## src/rtl/cflog_pkg.sv

```systemverilog
// Shared types and constants for the control-flow log write path.
package cflog_pkg;

  localparam int unsigned CFLOG_PTR_W = 16;
  localparam logic [CFLOG_PTR_W-1:0] CFLOG_LOG_WORDS_DEF = 16'h0080;

  typedef enum logic {
    StRun  = 1'b0,
    StFull = 1'b1
  } cflog_state_e;

  typedef struct packed {
    logic [15:0] src;
    logic [15:0] dest;
  } cflog_entry_t;

  // Rewind targets are forced to an entry boundary and never point past the log end.
  function automatic logic [CFLOG_PTR_W-1:0] cflog_rewind_target(
    input logic [CFLOG_PTR_W-1:0] req,
    input logic [CFLOG_PTR_W-1:0] limit
  );
    logic [CFLOG_PTR_W-1:0] even;
    even = req & 16'hFFFE;
    return (even > limit) ? limit : even;
  endfunction

endpackage

```

## src/rtl/cflog_evt_fifo.sv

```systemverilog
// Synchronous FIFO of (src, dest) branch events; push is ignored when full, pop when empty.
module cflog_evt_fifo
  import cflog_pkg::*;
#(
  parameter int unsigned FIFO_DEPTH = 4,
  parameter int unsigned FIFO_AW    = 2
) (
  input  logic               clk_i,
  input  logic               rst_ni,
  input  logic               push_i,
  input  cflog_entry_t       din_i,
  input  logic               pop_i,
  output cflog_entry_t       head_o,
  output logic [FIFO_AW:0]   level_o,
  output logic               empty_o,
  output logic               full_o
);

  cflog_entry_t       mem_q [FIFO_DEPTH];
  logic [FIFO_AW-1:0] wr_ptr_q, rd_ptr_q;
  logic [FIFO_AW:0]   level_q;
  logic               do_push, do_pop;

  assign full_o  = (level_q == (FIFO_AW+1)'(FIFO_DEPTH));
  assign empty_o = (level_q == '0);
  assign do_push = push_i & ~full_o;
  assign do_pop  = pop_i & ~empty_o;
  assign head_o  = mem_q[rd_ptr_q];
  assign level_o = level_q;

  always_ff @(posedge clk_i or negedge rst_ni) begin
    if (!rst_ni) begin
      wr_ptr_q <= '0;
      rd_ptr_q <= '0;
      level_q  <= '0;
    end else begin
      if (do_push) wr_ptr_q <= wr_ptr_q + 1'b1;
      if (do_pop)  rd_ptr_q <= rd_ptr_q + 1'b1;
      unique case ({do_push, do_pop})
        2'b10:   level_q <= level_q + 1'b1;
        2'b01:   level_q <= level_q - 1'b1;
        default: level_q <= level_q;
      endcase
    end
  end

  always_ff @(posedge clk_i) begin
    if (do_push) mem_q[wr_ptr_q] <= din_i;
  end

endmodule

```

## src/rtl/cflog_wr_ctrl.sv

```systemverilog
// Control-flow log write controller: buffers branch events and drives the log HW write port.
// Define CFLOG_WRAP_EN to wrap to the log start instead of stalling when the log is full.
module cflog_wr_ctrl
  import cflog_pkg::*;
#(
  parameter logic [15:0] LOG_WORDS  = CFLOG_LOG_WORDS_DEF,
  parameter int unsigned FIFO_DEPTH = 4,
  parameter int unsigned FIFO_AW    = 2
) (
  input  logic             mclk,
  input  logic             puc_rst_n,
  input  logic             ev_valid,
  input  logic [15:0]      ev_src,
  input  logic [15:0]      ev_dest,
  output logic             ev_ready,
  input  logic             spec_busy,
  input  logic             spec_rewind_valid,
  input  logic [15:0]      spec_rewind_ptr,
  input  logic             flush_ack,
  output logic [15:0]      cflow_logs_ptr_din,
  output logic [15:0]      cflow_src,
  output logic [15:0]      cflow_dest,
  output logic             cflow_hw_wen,
  output logic             log_full,
  output logic [FIFO_AW:0] fifo_level
);

  cflog_state_e state_q, state_d;
  logic [15:0]  ptr_q, ptr_d, src_q, src_d, dest_q, dest_d;
  logic         wen_q, wen_d;
  logic         fifo_empty, fifo_full, push, pop, wrap;
  cflog_entry_t head, din;
  logic [16:0]  ptr_plus2;
  logic [15:0]  rewind_ptr;
  logic         fits, rewind_fits;

  // Compares are 17 bits wide so ptr+2 cannot wrap past zero.
  assign ptr_plus2   = {1'b0, ptr_q} + 17'd2;
  assign fits        = (ptr_plus2 <= {1'b0, LOG_WORDS});
  assign rewind_ptr  = cflog_rewind_target(spec_rewind_ptr, LOG_WORDS);
  assign rewind_fits = (({1'b0, rewind_ptr} + 17'd2) <= {1'b0, LOG_WORDS});

  assign ev_ready = ~fifo_full;
  assign push     = ev_valid & ev_ready;
  assign din      = '{src: ev_src, dest: ev_dest};

  cflog_evt_fifo #(
    .FIFO_DEPTH (FIFO_DEPTH),
    .FIFO_AW    (FIFO_AW)
  ) u_fifo (
    .clk_i   (mclk),
    .rst_ni  (puc_rst_n),
    .push_i  (push),
    .din_i   (din),
    .pop_i   (pop),
    .head_o  (head),
    .level_o (fifo_level),
    .empty_o (fifo_empty),
    .full_o  (fifo_full)
  );

  always_ff @(posedge mclk or negedge puc_rst_n) begin
    if (!puc_rst_n) state_q <= StRun;
    else            state_q <= state_d;
  end

  always_comb begin
    state_d = state_q;
    unique case (state_q)
      StRun: begin
`ifndef CFLOG_WRAP_EN
        if (!spec_rewind_valid && !flush_ack && !fifo_empty && !fits) state_d = StFull;
`endif
      end
      StFull: begin
        if (spec_rewind_valid) begin
          if (rewind_fits) state_d = StRun;
        end else if (flush_ack) begin
          state_d = StRun;
        end
      end
      default: state_d = StRun;
    endcase
  end

  always_comb begin
    pop  = 1'b0;
    wrap = 1'b0;
    if (state_q == StRun && !fifo_empty && !spec_busy && !spec_rewind_valid) begin
`ifdef CFLOG_WRAP_EN
      pop  = 1'b1;
      wrap = ~fits;
`else
      pop  = fits;
`endif
    end
  end

  always_comb begin
    ptr_d  = ptr_q;
    src_d  = src_q;
    dest_d = dest_q;
    wen_d  = 1'b0;
    if (spec_rewind_valid) begin
      ptr_d = rewind_ptr;
    end else if (flush_ack) begin
      // A pop coinciding with a flush lands at words 0-1 of the fresh log.
      ptr_d = pop ? 16'd2 : 16'd0;
    end else if (pop) begin
      ptr_d = wrap ? 16'd2 : ptr_plus2[15:0];
    end
    if (pop) begin
      src_d  = head.src;
      dest_d = head.dest;
      wen_d  = 1'b1;
    end
  end

  always_ff @(posedge mclk or negedge puc_rst_n) begin
    if (!puc_rst_n) begin
      ptr_q  <= '0;
      src_q  <= '0;
      dest_q <= '0;
      wen_q  <= 1'b0;
    end else begin
      ptr_q  <= ptr_d;
      src_q  <= src_d;
      dest_q <= dest_d;
      wen_q  <= wen_d;
    end
  end

`ifdef CFLOG_WRAP_EN
  logic wrapped_q;

  always_ff @(posedge mclk or negedge puc_rst_n) begin
    if (!puc_rst_n)           wrapped_q <= 1'b0;
    else if (flush_ack)       wrapped_q <= 1'b0;
    else if (pop && wrap)     wrapped_q <= 1'b1;
  end

  assign log_full = wrapped_q;
`else
  assign log_full = (state_q == StFull);
`endif

  assign cflow_logs_ptr_din = ptr_q;
  assign cflow_src          = src_q;
  assign cflow_dest         = dest_q;
  assign cflow_hw_wen       = wen_q;

endmodule
```

## config.mk

```make
export PLATFORM = sky130hd
export DESIGN_NAME = cflog_wr_ctrl
export DESIGN_NICKNAME = d
export VERILOG_FILES = /design/src/rtl/cflog_pkg.sv /design/src/rtl/cflog_evt_fifo.sv /design/src/rtl/cflog_wr_ctrl.sv
export SDC_FILE = /design/constraint.sdc
export NUM_CORES = 1
export LEC_CHECK = 0
export CORE_ASPECT_RATIO = 1.75
export CORE_UTILIZATION = 40
export CTS_CLUSTER_SIZE = 25
export DETAILED_ROUTE_END_ITERATION = 8
export PLACE_DENSITY = 0.61
export SLEW_MARGIN = 10
export SYNTH_ARGS = -nofsm -noshare
export SYNTH_HDL_FRONTEND = slang
export SYNTH_SLANG_ARGS = --single-unit
```

## constraint.sdc

```tcl
create_clock -name mclk -period 2.9 [get_ports mclk]
set_input_delay 0.29 -clock mclk [delete_from_list [all_inputs] [get_ports mclk]]
set_output_delay 0.29 -clock mclk [all_outputs]
set_load 0.02 [all_outputs]
```

==> impl_results.md, run 1 <==
- Die Wd: approximately 100 um
- GP Congestion: ~0.85
- Largest net degree at the start of global routing: 34
- Critical path's largest stage delay: 0.54 ns
- Multi-input logic area: roughly 0.0020 mm^2
- Cell taking the most area after synthesis: edfxtp_1
- PD cells: roughly 890 mW/mm^2
- All-Layer GR Usage: between 10% and 20%
- Seq cells post-synth: 184
- Worst IR Drop VDD: roughly 0.41 mV
- Area delta synth->final: 28.58%
- Status: completed
- Post-DP HPWL: around 10000 um
- Worst reg2reg path startpoint: cflow_logs_ptr_din[2]$_DFFE_PN0P_
- Root buffer cell: clkbuf_16
- Core Box Area: 0.01805 mm^2
- Total Wirelength: ~15000 um
- Internal cell power: 5.998 mW
- Adder-Cell Fraction of Synth Area: under 10%
- RSZ-0062 raised after global routing: false
- CP Class: register to register
- Syn nets: between 400 and 500
- Initial DRC Count: 149
- DR pass1 iterations: 7
- Comb pwr share: 30.3%
- Fin crit share: a little over nine tenths
- Synth Warn #: 0
- First-pass GRT wire length: approximately 24000 um
- Lkg Pwr: 3.415 nW
- Num ports: around 110
- Fin util: a little over half
- Switching part of the total: 29.24%
- Clock Skews: 0.008569 ns
- I/O Buffers: about 110
- Hold Crit Class: input pin to asynchronous set/reset pin
- Die height: 181.7 um
- Synth Cell Area: between 0.007 and 0.008 mm^2
- Initial antenna violation count: 0
- Via density: between 5 and 6
- Final hold vios: 0
- Placed Cells: 760
- Crit end category: register
- WL/cell: between 15 and 20 um
- WP data required: between 3 and 4 ns
- Worst Max-Slew Pin Slew: 0.6692 ns
- Final Max Tran Viols: 0
- Max-cap violations: 0
- FFs w/ async S/R, synth: a little over 30%
- Worst reg-to-reg path cell count: 13
- CP cell instances: ha_4, and4_4, or4_4, nand3_4, o2111a_4, nand2_4, inv_2, ha_4, inv_1, fa_2, xor2_1, nor2_1, xor2_1
- Critical-path top delay cell: or4_4
- Largest family of logic cells by synthesized area: multiplexers
- Sequential fraction of the synthesis area: 71.10%
- Gate Count Post-Synth: 410
- Fin nets: 612
- Layout cells sized above 1: between 20% and 30%
- FF/Latch Area: between 0.005 and 0.006 mm^2
- Worst R2R Setup Slack: 0.17 ns
- Mux cell area share after synthesis: 15.21%
- Routed via count: approximately 4100
- Worst-Skew Late Latency: 0.42 ns
- Crit path time final: between 2 and 3 ns
- Die area: approximately 0.019 mm^2
- Worst setup SP type: register
- TritonCTS Sinks: between 150 and 200
- Num CTS Buffers: 17
- Power Total: 8.476 mW
- Clock-pin slew of the registers on the worst-case setup and hold paths: roughly 0.060 ns
- H-tree levels: 4
- Clock group share of total power: 24.7%
- EDFF count, synth: ~130
- Main area contributors after synthesis: edfxtp_1 (52%), dfrtp_1 (19%), mux4_2 (9.8%)
- Non-Filler Instances: 798
- Crit path DAT: between 3 and 4 ns
- Switching power: around 2.5 mW
- Post-Synth XOR/XNOR Area: less than 1%
- Complex-gate fraction of the synthesized area: under 10%
- Fmax: between 300 and 400 MHz
- Clock tree buffer depth: 2
- Vias in the first global route: 4475
- Critical path fanouts, max: 5
- Total grt overflow: 0
- Slew margin rel.: 55.38%
- Post-synth top area share: between 50% and 60%
- Syn_area_per_cell: 17.99 um^2
- Capturing point of the worst reg2reg path: u_fifo.level_o[2]$_DFFE_PN0P_
- Post-synth top flop: edfxtp_1
- CTS tree: built
- Initial core utilization: roughly two fifths
- Fillcell total: approximately 1500
- Row count: 65
- DRC: 0
- Cell variety after synth: 51
- Antenna Nets Post-Route: 0
- Simple logic cell fraction of the synthesized area: 6.547%
- Reg power frac: approximately 45%
- Final setup fails: 0
- N_diodes: 0
critical path: cells and delay by family, from the launching register on:
kind            cells  cell delay (ns)
simple gates        5             0.97
xor+xnor            2             0.29
fa+ha+maj           3             0.63
flops               1             0.43
buf+inv             2             0.10
compound gates      1             0.22
flip-flops by register name, indices dropped and copies added (netlist names):
name                count
u_fifo.mem_q          128
cflow_src              16
u_fifo.rd_ptr_q         2
cflow_logs_ptr_din     15
cflow_hw_wen            1
cflow_dest             16
u_fifo.level_o          3
log_full                1
u_fifo.wr_ptr_q         2
routing by layer:
metal / vias up / wire, um / track usage [%]
met5: - / 0 / 0
met2: 118 / 8433 / 31.97
li1: 1883 / - / -
met4: 0 / 398 / 8.056
met1: 2109 / 6013 / 19.07
met3: 23 / 646 / 3.589
layout make-up:
| class | instances | area share, % |
|---|---|---|
| repair buffers | 138 | 14.06 |
| inverters | 10 | 0.4485 |
| flip-flops and latches | 184 | 55.38 |
| clock buffers | 23 | 4.722 |
| multi-input cells | 200 | 21.47 |
| well taps | 234 | 3.087 |
| clock inverters | 9 | 0.8310 |
synthesized netlist by cell type, drive strengths merged (2+ instances only):
| master | count |
|---|---|
| edfxtp | 128 |
| dfrtp | 56 |
| mux2 | 33 |
| mux4 | 32 |
| nand2 | 15 |
| o21ai | 14 |
| nand3 | 12 |
| nor2 | 12 |
| inv | 10 |
| and2 | 9 |
| and3 | 8 |
| buf | 8 |
| clkbuf | 8 |
| ha | 6 |
| nor3 | 6 |
| nor4 | 6 |
| a21oi | 4 |
| nand4 | 4 |
| xnor2 | 4 |
| mux2i | 3 |
| nand2b | 3 |
| a211oi | 2 |
| a31oi | 2 |
| and4 | 2 |
| o211a | 2 |
| or2 | 2 |
| or4 | 2 |
| xor2 | 2 |
power groups by stage:
stage                     sequential (mW)  clock (mW)  combinational, mW
after floorplan                      4.06           0               1.25
after global placement               3.84           0               2.57
after global routing                 3.89        2.24               2.76
final                                3.82        2.09               2.57
after detailed placement             3.88           0               2.61
after CTS                            3.83        2.15               2.61
cell families after synthesis:
| family | count (synthesis) |
|---|---|
| flip-flops | 184 |
| AND/OR/NAND/NOR | 86 |
| multiplexers | 68 |
| AO/OA/AOI/OAI | 32 |
| buffers and inverters | 26 |
| adder cells (fa/ha/maj) | 7 |
| XOR/XNOR | 6 |
| other | 1 |
placed cells by master (no fill, tap or decap), types with 2 or more instances in the layout:
master           instances
nand4_1                  3
mux2i_1                  3
clkinv_2                 4
clkbuf_1                 6
clkbuf_16               17
nor4_1                   5
dfrtp_2                  6
nor3_1                   6
and3_1                   4
edfxtp_1               128
ha_1                     4
nand2b_1                 3
xor2_1                   2
o211a_1                  2
mux2_1                  33
a31oi_1                  2
buf_4                   29
and2_1                   9
or2_2                    2
o21ai_0                 14
dfrtp_1                 50
xnor2_1                  4
ha_4                     2
inv_1                    8
a211oi_1                 2
clkdlybuf4s50_1        104
mux4_2                  32
and3_2                   4
inv_6                    2
nand3_1                 10
buf_12                   3
nand2_1                 14
nor2_1                  12
a21oi_1                  3
worst max path at each step:
stage	slack (ns)	from	to
detailed placement	-0.02	cflow_logs_ptr_din[3]$_DFFE_PN0P_	u_fifo.level_o[2]$_DFFE_PN0P_
floorplan	0.0006	cflow_logs_ptr_din[2]$_DFFE_PN0P_	u_fifo.level_o[2]$_DFFE_PN0P_
global route	0.04	cflow_logs_ptr_din[2]$_DFFE_PN0P_	u_fifo.level_o[2]$_DFFE_PN0P_
finish	0.17	cflow_logs_ptr_din[2]$_DFFE_PN0P_	u_fifo.level_o[2]$_DFFE_PN0P_
global placement	0.03	cflow_logs_ptr_din[3]$_DFFE_PN0P_	u_fifo.level_o[2]$_DFFE_PN0P_
CTS	0.01	cflow_logs_ptr_din[2]$_DFFE_PN0P_	u_fifo.level_o[2]$_DFFE_PN0P_
stage by stage:
stage	area [um^2]	hold WS, ns	setup TNS (ns)	worst slack [ns]
after floorplan	7392	-0.005591	0	0.0006017
after global placement	8866	0.3650	0	0.02613
after detailed placement	8866	0.3649	-0.01865	-0.01865
after CTS	9415	0.4471	0	0.01459
after global routing	9485	0.4800	0	0.03748
final	9485	0.4355	0	0.1663
what timing repair did:
action	4_1_cts	5_1_grt
resized for setup	1	10
pin swaps	0	6
setup buffers	1	4
hold endpoints to repair	24	0
hold buffers	1	0
setup endpoints to repair	1	1
No activity file was read; power rests on OpenSTA's default activity.
==> run 2, diff against run 1 <==
--- a/config.mk
+++ b/config.mk
@@ -6,10 +6,10 @@
 export NUM_CORES = 1
 export LEC_CHECK = 0
 export CORE_ASPECT_RATIO = 1.75
-export CORE_UTILIZATION = 40
+export CORE_UTILIZATION = 49
 export CTS_CLUSTER_SIZE = 25
 export DETAILED_ROUTE_END_ITERATION = 8
-export PLACE_DENSITY = 0.61
+export PLACE_DENSITY = 0.73
 export SLEW_MARGIN = 10
 export SYNTH_ARGS = -nofsm -noshare
 export SYNTH_HDL_FRONTEND = slang
==> run 2 against run 1 <==
Against the previous run:
- clock skew grew 0.0017 ns
- sequential power is 1% higher
- critical endpoint unchanged
- register-to-register slack got worse by 0.07 ns
- first-iteration DRC count decreased by 4.0%
- non-clock buffer count fell by 1
- combinational power shrank 4%
- global-route usage up 3.1 points
- count of clock-buffer cells in the layout shrank 5
- wire length fell by 4.0%
- design area decreased by 0.17%
- sequential share of layout area is 0.095 points higher
- total power up 0.78%
- critical path type unchanged
==> impl_results.md, run 2 (synthesized netlist as in run 1, its figures left out) <==
- Status: completed
- Layout cells sized above 1: 22.56% (+1.8 points)
- Fmax: 356.5 MHz (-2.6%)
- Non-Filler Instances: 746 (-6.5%)
- Routed via count: 4148 (+0.36%)
- Root buffer cell: clkbuf_16
- Crit path DAT: 3.15 ns (+0.07 ns)
- All-Layer GR Usage: 20.52% (+3.1 points)
- Worst Max-Slew Pin Slew: 0.9896 ns (+0.3204 ns)
- Clock tree buffer depth: 2 (unchanged)
- WL/cell: 19.94 um (+2.7%)
- Fin crit share: 96.74% (+2.5 points)
- Post-DP HPWL: 9848 um (-1.5%)
- Switching part of the total: 30.20% (+0.96 points)
- Crit path time final: 2.805 ns (+0.07172 ns)
- Clock-pin slew of the registers on the worst-case setup and hold paths: 0.07 ns (about the same)
- Most frequent cells in the layout: edfxtp_1 (128), clkdlybuf4s50_1 (104), dfrtp_1 (50)
- Worst-Skew Late Latency: 0.42 ns (about the same)
- Final setup fails: 0 (unchanged)
- Critical path fanouts, max: 4 (-1)
- Largest net degree at the start of global routing: 35 (+2.9%)
- I/O Buffers: 105 (unchanged)
- Initial core utilization: 49.97% (+9.1 points)
- WP data required: 3.24 ns (about the same)
- Initial DRC Count: 143 (-4.0%)
- DRC: 0 (unchanged)
- CP cell instances: or3b_1, or4_4, nand3_4, o2111a_4, nand2_4, inv_2, ha_4, inv_2, fa_2, xor2_1, nor2_1, xor2_1
- Core Box Area: 0.01476 mm^2 (-18%)
- Crit end category: register
- Die height: 164.3 um (-9.5%)
- Fin nets: 611 (-0.16%)
- Fin util: 64.14% (+12 points)
- Via density: 5.560 (+7.4%)
- Commonest non-fill, non-tap cell in the layout: edfxtp_1
- Die area: 0.01557 mm^2 (-18%)
- H-tree levels: 4 (unchanged)
- N_diodes: 0 (unchanged)
- Clock group share of total power: 25.8% (+1.1 points)
- Critical path's largest stage delay: 0.56 ns (+0.02 ns)
- Final Max Tran Viols: 0 (unchanged)
- Total grt overflow: 0 (unchanged)
- Switching power: 2.580 mW (+4.1%)
- Worst IR Drop VDD: 0.5165 mV (+26%)
- CTS tree: built
- Slew margin rel.: 32.98% (-22 points)
- Crit path max-delay family: simple AND/OR/NAND/NOR gates
- Largest register FFs: 128 (unchanged)
- Lkg Pwr: 3.451 nW (+1.1%)
- Num CTS Buffers: 17 (unchanged)
- Antenna Nets Post-Route: 0 (unchanged)
- Total Wirelength: 14880 um (-4.0%)
- Internal cell power: 5.962 mW (-0.59%)
- DR pass1 iterations: 4 (-3)
- Row count: 59 (-9.2%)
- Num ports: 108 (unchanged)
- Reg power frac: 45.2% (+0.2 points)
- Die Wd: 94.75 um (-9.5%)
- PD cells: 902.1 mW/mm^2 (+0.96%)
- Area delta synth->final: 28.36%
- CP Buf/Inv Count: 2 (unchanged)
- Top reg by flops: u_fifo.mem_q
- First-pass GRT wire length: 22890 um (-6.0%)
- CP Class: register to register
- Max-cap violations: 0 (unchanged)
- Hold Crit Class: input pin to asynchronous set/reset pin
- TritonCTS Sinks: 184 (unchanged)
- Final hold vios: 0 (unchanged)
- Clock Skews: 0.01024 ns (+0.001668 ns)
- Initial antenna violation count: 0 (unchanged)
- Critical-path top delay cell: or4_4
- Worst setup SP type: register
- GP Congestion: 0.8883 (+4.2%)
- Placed Cells: 706 (-7.1%)
- Comb pwr share: 29.1% (-1.2 points)
- Vias in the first global route: 4471 (-0.089%)
## run 2: cell types whose count changed in the layout (fill, tap and decap cells not counted), sizes merged
cell	before	now
bufinv	1	0
clkinv	6	8
buf	33	32
clkbuf	23	18
inv	11	16
clkinvlp	1	0
## run 2: what timing repair did
action | in CTS | in global routing
hold buffers | 1 | 0
setup endpoints to repair | 1 | 2
resized for setup | 1 | 16
hold endpoints to repair | 20 | 0
cloned | 0 | 0
pin swaps | 0 | 7
buffers inserted | 2 | 5
## run 2: path summary, 6_finish.rpt
check,from,endpoint,slack (ns),cells after the start
worst max-delay path,cflow_logs_ptr_din[10]$_DFFE_PN0P_,u_fifo.level_o[2]$_DFFE_PN0P_,0.09,12
worst min-delay path,puc_rst_n,cflow_src[0]$_DFFE_PN0P_,0.38,2
worst max register to register,cflow_logs_ptr_din[10]$_DFFE_PN0P_,u_fifo.level_o[2]$_DFFE_PN0P_,0.09,12
worst min register to register,cflow_dest[0]$_DFFE_PN0P_,cflow_dest[0]$_DFFE_PN0P_,0.49,1
max in group asynchronous,puc_rst_n,cflow_logs_ptr_din[2]$_DFFE_PN0P_,1.81,3
min in group mclk,cflow_dest[0]$_DFFE_PN0P_,cflow_dest[0]$_DFFE_PN0P_,0.49,1
## run 2: per-layer routing
layer | share of wire (%) | up-vias | track usage, %
li1 | - | 1887 | -
met1 | 36 | 2117 | 21.50
met2 | 57 | 114 | 38.00
met3 | 3.8 | 30 | 3.796
met4 | 3.3 | 0 | 10.61
met5 | 0 | - | 0
## run 2: layout make-up
cell class | count | area [um^2]
Multi-Input combinational cell | 200 | 2064
Clock inverter | 14 | 140.1
Timing Repair Buffer | 137 | 1301
Inverter | 10 | 42.54
Clock buffer | 18 | 439.2
Sequential cell | 184 | 5253
Tap cell | 183 | 229.0
Fill cell | 1067 | 5295
## run 2: worst reg2reg max path: stages (launching register included)
cell and delay [ns]:
dfrtp_1 0.42, or3b_1 0.39, or4_4 0.56, nand3_4 0.08, o2111a_4 0.25, nand2_4 0.06, inv_2 0.06, ha_4 0.13
inv_2 0.03, fa_2 0.33, xor2_1 0.14, nor2_1 0.12, xor2_1 0.15
## run 2: power by group through the flow
stage          Sequential (mW)  Combinational [mW]  Clock, mW
2_1_floorplan             4.06                1.25          0
3_3_place_gp              3.88                2.45          0
3_5_place_dp              3.92                2.51          0
4_1_cts                   3.87                2.52       2.25
5_1_grt                   3.92                2.67       2.35
6_report                  3.86                2.48       2.20
## run 2: metrics by stage
stage / TNS, ns / power, mW / instance area [um^2] / worst slack [ns] / hold slack [ns]
final: 0 / 8.542 / 9469 / 0.09457 / 0.3774
after detailed placement: -0.02167 / 6.432 / 8755 / -0.02167 / 0.2938
after global placement: 0 / 6.331 / 8755 / 0.06437 / 0.2884
after global routing: -0.02529 / 8.944 / 9469 / -0.02529 / 0.4175
after floorplan: 0 / 5.313 / 7392 / 0.0006017 / -0.005591
after CTS: 0 / 8.644 / 9365 / 0.01264 / 0.3901
